## config.mk

```make
export PLATFORM = sky130hd
export DESIGN_NAME = regfile_hazard_ctrl
export DESIGN_NICKNAME = d
export VERILOG_FILES = /design/src/rtl/regfile_hazard_ctrl.sv
export SDC_FILE = /design/constraint.sdc
export NUM_CORES = 1
export LEC_CHECK = 0
export ABC_CLOCK_PERIOD_IN_PS = 1900
export BUFFER_PORTS_ARGS = -buffer_cell sky130_fd_sc_hd__buf_2
export CORE_ASPECT_RATIO = 1.4
export CORE_MARGIN = 5
export CORE_UTILIZATION = 46
export DETAILED_ROUTE_END_ITERATION = 16
export HOLD_SLACK_MARGIN = 0.08
export PLACE_DENSITY = 0.74
export SYNTH_ARGS = -nofsm -noshare
export SYNTH_HDL_FRONTEND = slang
export SYNTH_SLANG_ARGS = --single-unit
```

## constraint.sdc

```tcl
create_clock -name CLK -period 1.9 [get_ports CLK]
set_clock_uncertainty 0.2 [all_clocks]
set_input_delay 0.475 -clock CLK [delete_from_list [all_inputs] [get_ports CLK]]
set_output_delay 0.475 -clock CLK [all_outputs]
set_load 0.02 [all_outputs]
```

## src/rtl/regfile_hazard_ctrl.sv

```systemverilog
// regfile_hazard_ctrl
// Hazard controller for the 5-stage pipeline's register file.
// It tracks destination-register tags for the instructions in EX and MEM and
// compares them with the sources of the instruction in ID. From that compare it
// produces three things:
//   - the combinational load-use stall,
//   - the registered EX operand forwarding selects,
//   - a saturating count of stall cycles.
// A producer in WB is resolved by the register file itself: it writes on the
// posedge and reads on the negedge. Because of that, only the EX and MEM tags
// are kept here.
// The load flag is needed only for the EX entry. A load in MEM forwards the
// same way as an ALU result in MEM.

module regfile_hazard_ctrl #(
    parameter int CNT_W = 16
) (
    input  logic             CLK,
    input  logic             RST_N,
    input  logic             id_valid,
    input  logic [4:0]       id_rs1,
    input  logic [4:0]       id_rs2,
    input  logic             id_use_rs1,
    input  logic             id_use_rs2,
    input  logic [4:0]       id_rd,
    input  logic             id_reg_write,
    input  logic             id_is_load,
    input  logic             flush,
    output logic             stall,
    output logic [1:0]       fwd_a,
    output logic [1:0]       fwd_b,
    output logic [CNT_W-1:0] stall_count
);

    localparam logic [CNT_W-1:0] CNT_ONE = {{(CNT_W-1){1'b0}}, 1'b1};
    localparam logic [CNT_W-1:0] CNT_MAX = {CNT_W{1'b1}};

    localparam logic [1:0] SEL_RF  = 2'b00;
    localparam logic [1:0] SEL_MEM = 2'b10;
    localparam logic [1:0] SEL_WB  = 2'b01;

    logic       ex_v;
    logic [4:0] ex_rd;
    logic       ex_ld;
    logic       mem_v;
    logic [4:0] mem_rd;

    logic       me1;
    logic       me2;
    logic       mm1;
    logic       mm2;
    logic       issue_v;
    logic [1:0] sel_a;
    logic [1:0] sel_b;

    // Compare the ID sources with the EX/MEM tags, then derive the stall and the tag entering EX.
    always_comb begin
        me1     = id_use_rs1 && ex_v  && (ex_rd  == id_rs1);
        me2     = id_use_rs2 && ex_v  && (ex_rd  == id_rs2);
        mm1     = id_use_rs1 && mem_v && (mem_rd == id_rs1);
        mm2     = id_use_rs2 && mem_v && (mem_rd == id_rs2);
        stall   = RST_N && id_valid && !flush && ex_ld && (me1 || me2);
        issue_v = id_valid && id_reg_write && (id_rd != 5'd0) && !stall && !flush;
    end

    // Pick the next operand selects; the most recent producer wins, and a bubble gets regfile data.
    always_comb begin
        sel_a = SEL_RF;
        sel_b = SEL_RF;
        if (id_valid && !stall && !flush) begin
            if (me1 && !ex_ld) begin
                sel_a = SEL_MEM;
            end else if (mm1) begin
                sel_a = SEL_WB;
            end
            if (me2 && !ex_ld) begin
                sel_b = SEL_MEM;
            end else if (mm2) begin
                sel_b = SEL_WB;
            end
        end
    end

    // Advance the tag pipeline, register the selects and count stall cycles with saturation.
    always_ff @(posedge CLK) begin
        if (!RST_N) begin
            ex_v        <= 1'b0;
            ex_rd       <= 5'd0;
            ex_ld       <= 1'b0;
            mem_v       <= 1'b0;
            mem_rd      <= 5'd0;
            fwd_a       <= SEL_RF;
            fwd_b       <= SEL_RF;
            stall_count <= '0;
        end else begin
            mem_v  <= ex_v;
            mem_rd <= ex_rd;
            ex_v   <= issue_v;
            ex_rd  <= id_rd;
            ex_ld  <= id_is_load;
            fwd_a  <= sel_a;
            fwd_b  <= sel_b;
            if (stall && (stall_count != CNT_MAX)) begin
                stall_count <= stall_count + CNT_ONE;
            end
        end
    end

endmodule

```

* After elaboration in Yosys (flattened, before gate mapping)
Cells that the tools add are included.
Operators by class: add/sub/neg operators 1, equal/unequal tests 5, muxes and demuxes 4, bitwise operators 2, reduce and logical (&&, ||, !) cells 29
Operator list (number):
- $logic_and A1 B1 Y1 | 21
- $eq A5 B5 Y1 | 4
- $add A16 B1 Y16 const B | 1
- $ne A16 B16 Y1 const B | 1
- $reduce_or A3 Y1 | 2
- $reduce_bool A5 Y1 | 1
- $mux W2 | 2
- $logic_not A1 Y1 | 3
- $mux W1 | 2
- $not A1 Y1 | 2
- $reduce_and A2 Y1 | 1
- $logic_or A1 B1 Y1 | 1
Word-level totals: register bits 33, input bits 23, output and inout bits 21, word-level logic and storage cells 51

* Logic depth before layout (Yosys ltp)
depth in word-level cells 9, depth in mapped cells 6, gate-level depth less buffers 6

* Worst setup path after synthesis
Ideal clock, no wire load.
path kind input to output, start point input id_rs2[3], end point output stall, arrival time 1.545 ns, required time 1.225 ns, slack -0.320 ns, stages 4, path buffers 0, cell sequence xor2_1 nor4_2 nand2_1 a21oi_1
On the way: word-level cells in the longest chain between the ends 4
RTL lines:
- from (decl) | line 22 | input logic [4:0] id_rs2,
- $eq A5 B5 Y1 | line 59 | me2 = id_use_rs2 && ex_v && (ex_rd == id_rs2);
- $logic_and A1 B1 Y1 | line 59
- $logic_or A1 B1 Y1 | line 62 | stall = RST_N && id_valid && !flush && ex_ld && (me1 || me2);
- $logic_and A1 B1 Y1 | line 62
- to (decl) | line 29 | output logic stall,
Every way passes these cells.

* Worst setup path in the final report
start point register ex_rd[3], end point output stall
On the way: word-level cells in the longest chain between the ends 4, elaborated cells on any way between the ends 6, those cells by class eq/ne: 2; reduce/logical: 4
RTL lines:
- from (decl) | line 43 | logic [4:0] ex_rd;
- from (signal assigned) | line 99 | ex_rd <= id_rd;
- $eq A5 B5 Y1, on equally long branches | line 58, 59
- $logic_and A1 B1 Y1, on equally long branches | line 58, 59
- $logic_or A1 B1 Y1 (*) | line 62
- $logic_and A1 B1 Y1 (*) | line 62
Mark *: on every way between the ends. The rest lies on a longest branch, timed or not.

==> results by group <==
Run status
  – Status: finished with violations
  – Violated checks: negative setup slack

Worst setup path
  – Startpoint Class: flip-flop
  – Worst Path Max Fanout: 2
  – Required @ worst endpoint: 1.22 ns
  – CP Capture Type: output pin
  – Critical path class: reg2out
  – Slowest stage delay, CP: 0.33 ns
  – Signal arrival time at the worst endpoint: 1.60 ns
  – Slowest-stage cell, CP: dfxtp_2
  – Crit-path cells: xor2_1 > nor4_2 > buf_4 > nand2_4 > a21oi_4 > buf_6

Clocking
  – Worst-case clock buffer depth: 2
  – Clk slew on worst S/H paths: 0.06 ns
  – CTS H-tree lvls: 2
  – TritonCTS clock tree: done
  – CTS sink count: 33
  – Cts bufs inserted: 5
  – Clk_lat worst skew: 0.28 ns
  – Root Buffer: clkbuf_8

Synthesis
  – Post-synthesis async set-or-reset flop share: 0%
  – Register area share after synthesis: 40.8%
  – Synth unique cells: 36
  – Cells after Synth: 182
  – Post-synth top area share: 40.8%
  – Synth warn: 0
  – Post-Syn Area: 1620 µm²
  – Mapped Nets: 206
  – Most used DFF post-synth: dfxtp_1
  – EDFF count, synth: 0
  – Leading area contributor after synthesis: dfxtp_1
  – Avg Cell Area, Syn: 8.90 µm²
  – Synthesis-stage register bit count: 33
  – Dominant cells by area after synthesis: dfxtp_1 41%, xor2_1 9.2%, and2_1 5.0%

Pwr
  – Tot Pwr: 1.52 mW
  – Pwr Density: 605 nW/µm²
  – Pleak: 1.08 nW
  – Worst VDD drop: 547 µV

Route
  – Drt first pass iters: 4
  – 1st-iter DRT viols: 71
  – Final ANT Viol Nets: 0
  – WL per Instance: 14.6 µm
  – Vias per inst: 5.43
  – Routed wire length: 4480 µm
  – Remaining DRCs: 0
  – Via count: 1672

Global route
  – Grt total ovfl: 0
  – Gr usage total: 19.9%
  – Vias in the first global route: 1651
  – First-pass GRT wire length: 7170 µm
  – Initial antenna violation count: 0
  – Largest net degree at the start of global routing: 24

Placed design
  – RD Place Congestion: 0.875
  – IO Port Bufs: 43
  – Pre-CTS setup slack: -0.409 ns
  – Post-Place Cells: 294
  – DP Area: 2210 µm²
  – HPWL after DPL: 3250 µm

Floorplan
  – Die height: 80.2 µm
  – FP Rows: 25
  – # IOs: 44
  – Chip width: 60.2 µm
  – Core area: 3380 µm²
  – Starting Density: 48.0%
  – Die ar.: 4830 µm²

STA
  – Relative slew slack: 78.0%
  – Hold WS: 0.213 ns
  – Final Hold Vio Count: 0
  – Final min period: 2.28 ns
  – Fin Setup TNS: -4.11 ns
  – Fmax: 0.439 GHz
  – Measured slew at the worst slew-check pin: 0.326 ns
  – Final Setup Violations: 18
  – Period utilization: 120%
  – RSZ-0062 raised after global routing: yes
  – Worst setup margin: -0.376 ns
  – Max-slew violation count: 0

Finish
  – Final nets: 291
  – Filler instances: 247
  – Fin area: 2510 µm²
  – Most frequent cells in the layout: 42 x buf_2, 38 x buf_4, 27 x dfxtp_1
  – Antenna diodes: 0
  – Core Util, Final: 74.3%
  – Layout area overhead: 54.9%
  – Most common cell after layout, fill and taps aside: buf_2
  – Non-filler instance count after layout: 308
  – Share of layout cells above drive strength 1: 47.0%

Flow run
  – Max-cap violations: 0

Hold path
  – HP Class: in2reg
-- layout make-up --
class | instances | area [µm²] | share of cell area, %
tap | 40 | 50.0 | 1.99
inverter | 3 | 11.3 | 0.449
sequential | 33 | 668 | 26.6
multi-input combinational | 139 | 1080 | 42.9
timing repair buffer | 85 | 587 | 23.4
clock inverter | 1 | 30.0 | 1.20
clock buffer | 7 | 86.3 | 3.44
-- report_power, final --
group	switching, mW	internal (mW)	total [mW]	leakage, nW
Sequential	0.0109	0.705	0.716	0.270
Combinational	0.0669	0.0715	0.138	0.751
Clock	0.237	0.427	0.665	0.0585
-- cells by family (layout without fill, tap and decap cells) --
group,Yosys count,after routing,share of synthesized area (%)
XOR/XNOR,20,20,10.8
adder cells (fa/ha/maj),1,1,0.772
buffers and inverters,10,96,2.86
flip-flops,33,33,40.8
AO/OA/AOI/OAI,28,28,11.4
multiplexers,4,4,2.47
AND/OR/NAND/NOR,86,86,31.0
-- Yosys cell counts, types with 2 or more instances --
library cell / count
dfxtp_1: 33
xor2_1: 17
nand2_1: 16
and2_1: 13
a21oi_1: 10
nand3_1: 9
nor2_1: 7
or4_1: 7
nand4_1: 6
nor4_1: 6
o21ai_0: 6
clkbuf_1: 5
nor3_1: 5
or3_1: 5
and3_1: 4
mux2i_1: 4
o31ai_1: 4
inv_1: 3
xnor2_1: 3
nand2b_1: 2
o31a_1: 2
-- flip-flops by register name, summed over array words and instances, names as in the netlist --
name and cells:
ex_rd 5, fwd_a 2, fwd_b 2, ex_v 1
mem_v 1, mem_rd 5, ex_ld 1, stall_count 16
-- worst paths after layout --
check / from / to / slack [ns] / depth (start not counted)
min: id_is_load / ex_ld / 0.21 / 2
max: ex_rd[3] / stall / -0.38 / 6
min reg2reg: stall_count[0] / stall_count[0] / 0.28 / 2
max reg2reg: ex_rd[3] / stall_count[3] / -0.31 / 8
-- repair_timing --
action,4_1_cts,5_1_grt
resized for setup,11,23
pin swaps,3,8
gates cloned,1,0
setup buffers,4,1
endpoints found under the setup margin,16,18
hold endpoints to repair,0,0
hold buffers,0,0
-- layer usage --
metal,GRT usage [%],vias to the layer above,wire (µm)
met4,9.53,0,135
li1,-,823,-
met5,0,-,0
met3,4.82,12,278
met1,21.6,781,1770
met2,34.7,56,2310
-- worst max-delay path: cells and delay by family (launching register included) --
kind,cells,cell delay (ns)
AO/OA/AOI/OAI,1,0.14
buffers and inverters,2,0.32
AND/OR/NAND/NOR,2,0.38
flip-flops,1,0.33
XOR/XNOR,1,0.15
Note: power is estimated with default switching activity, not from simulation.
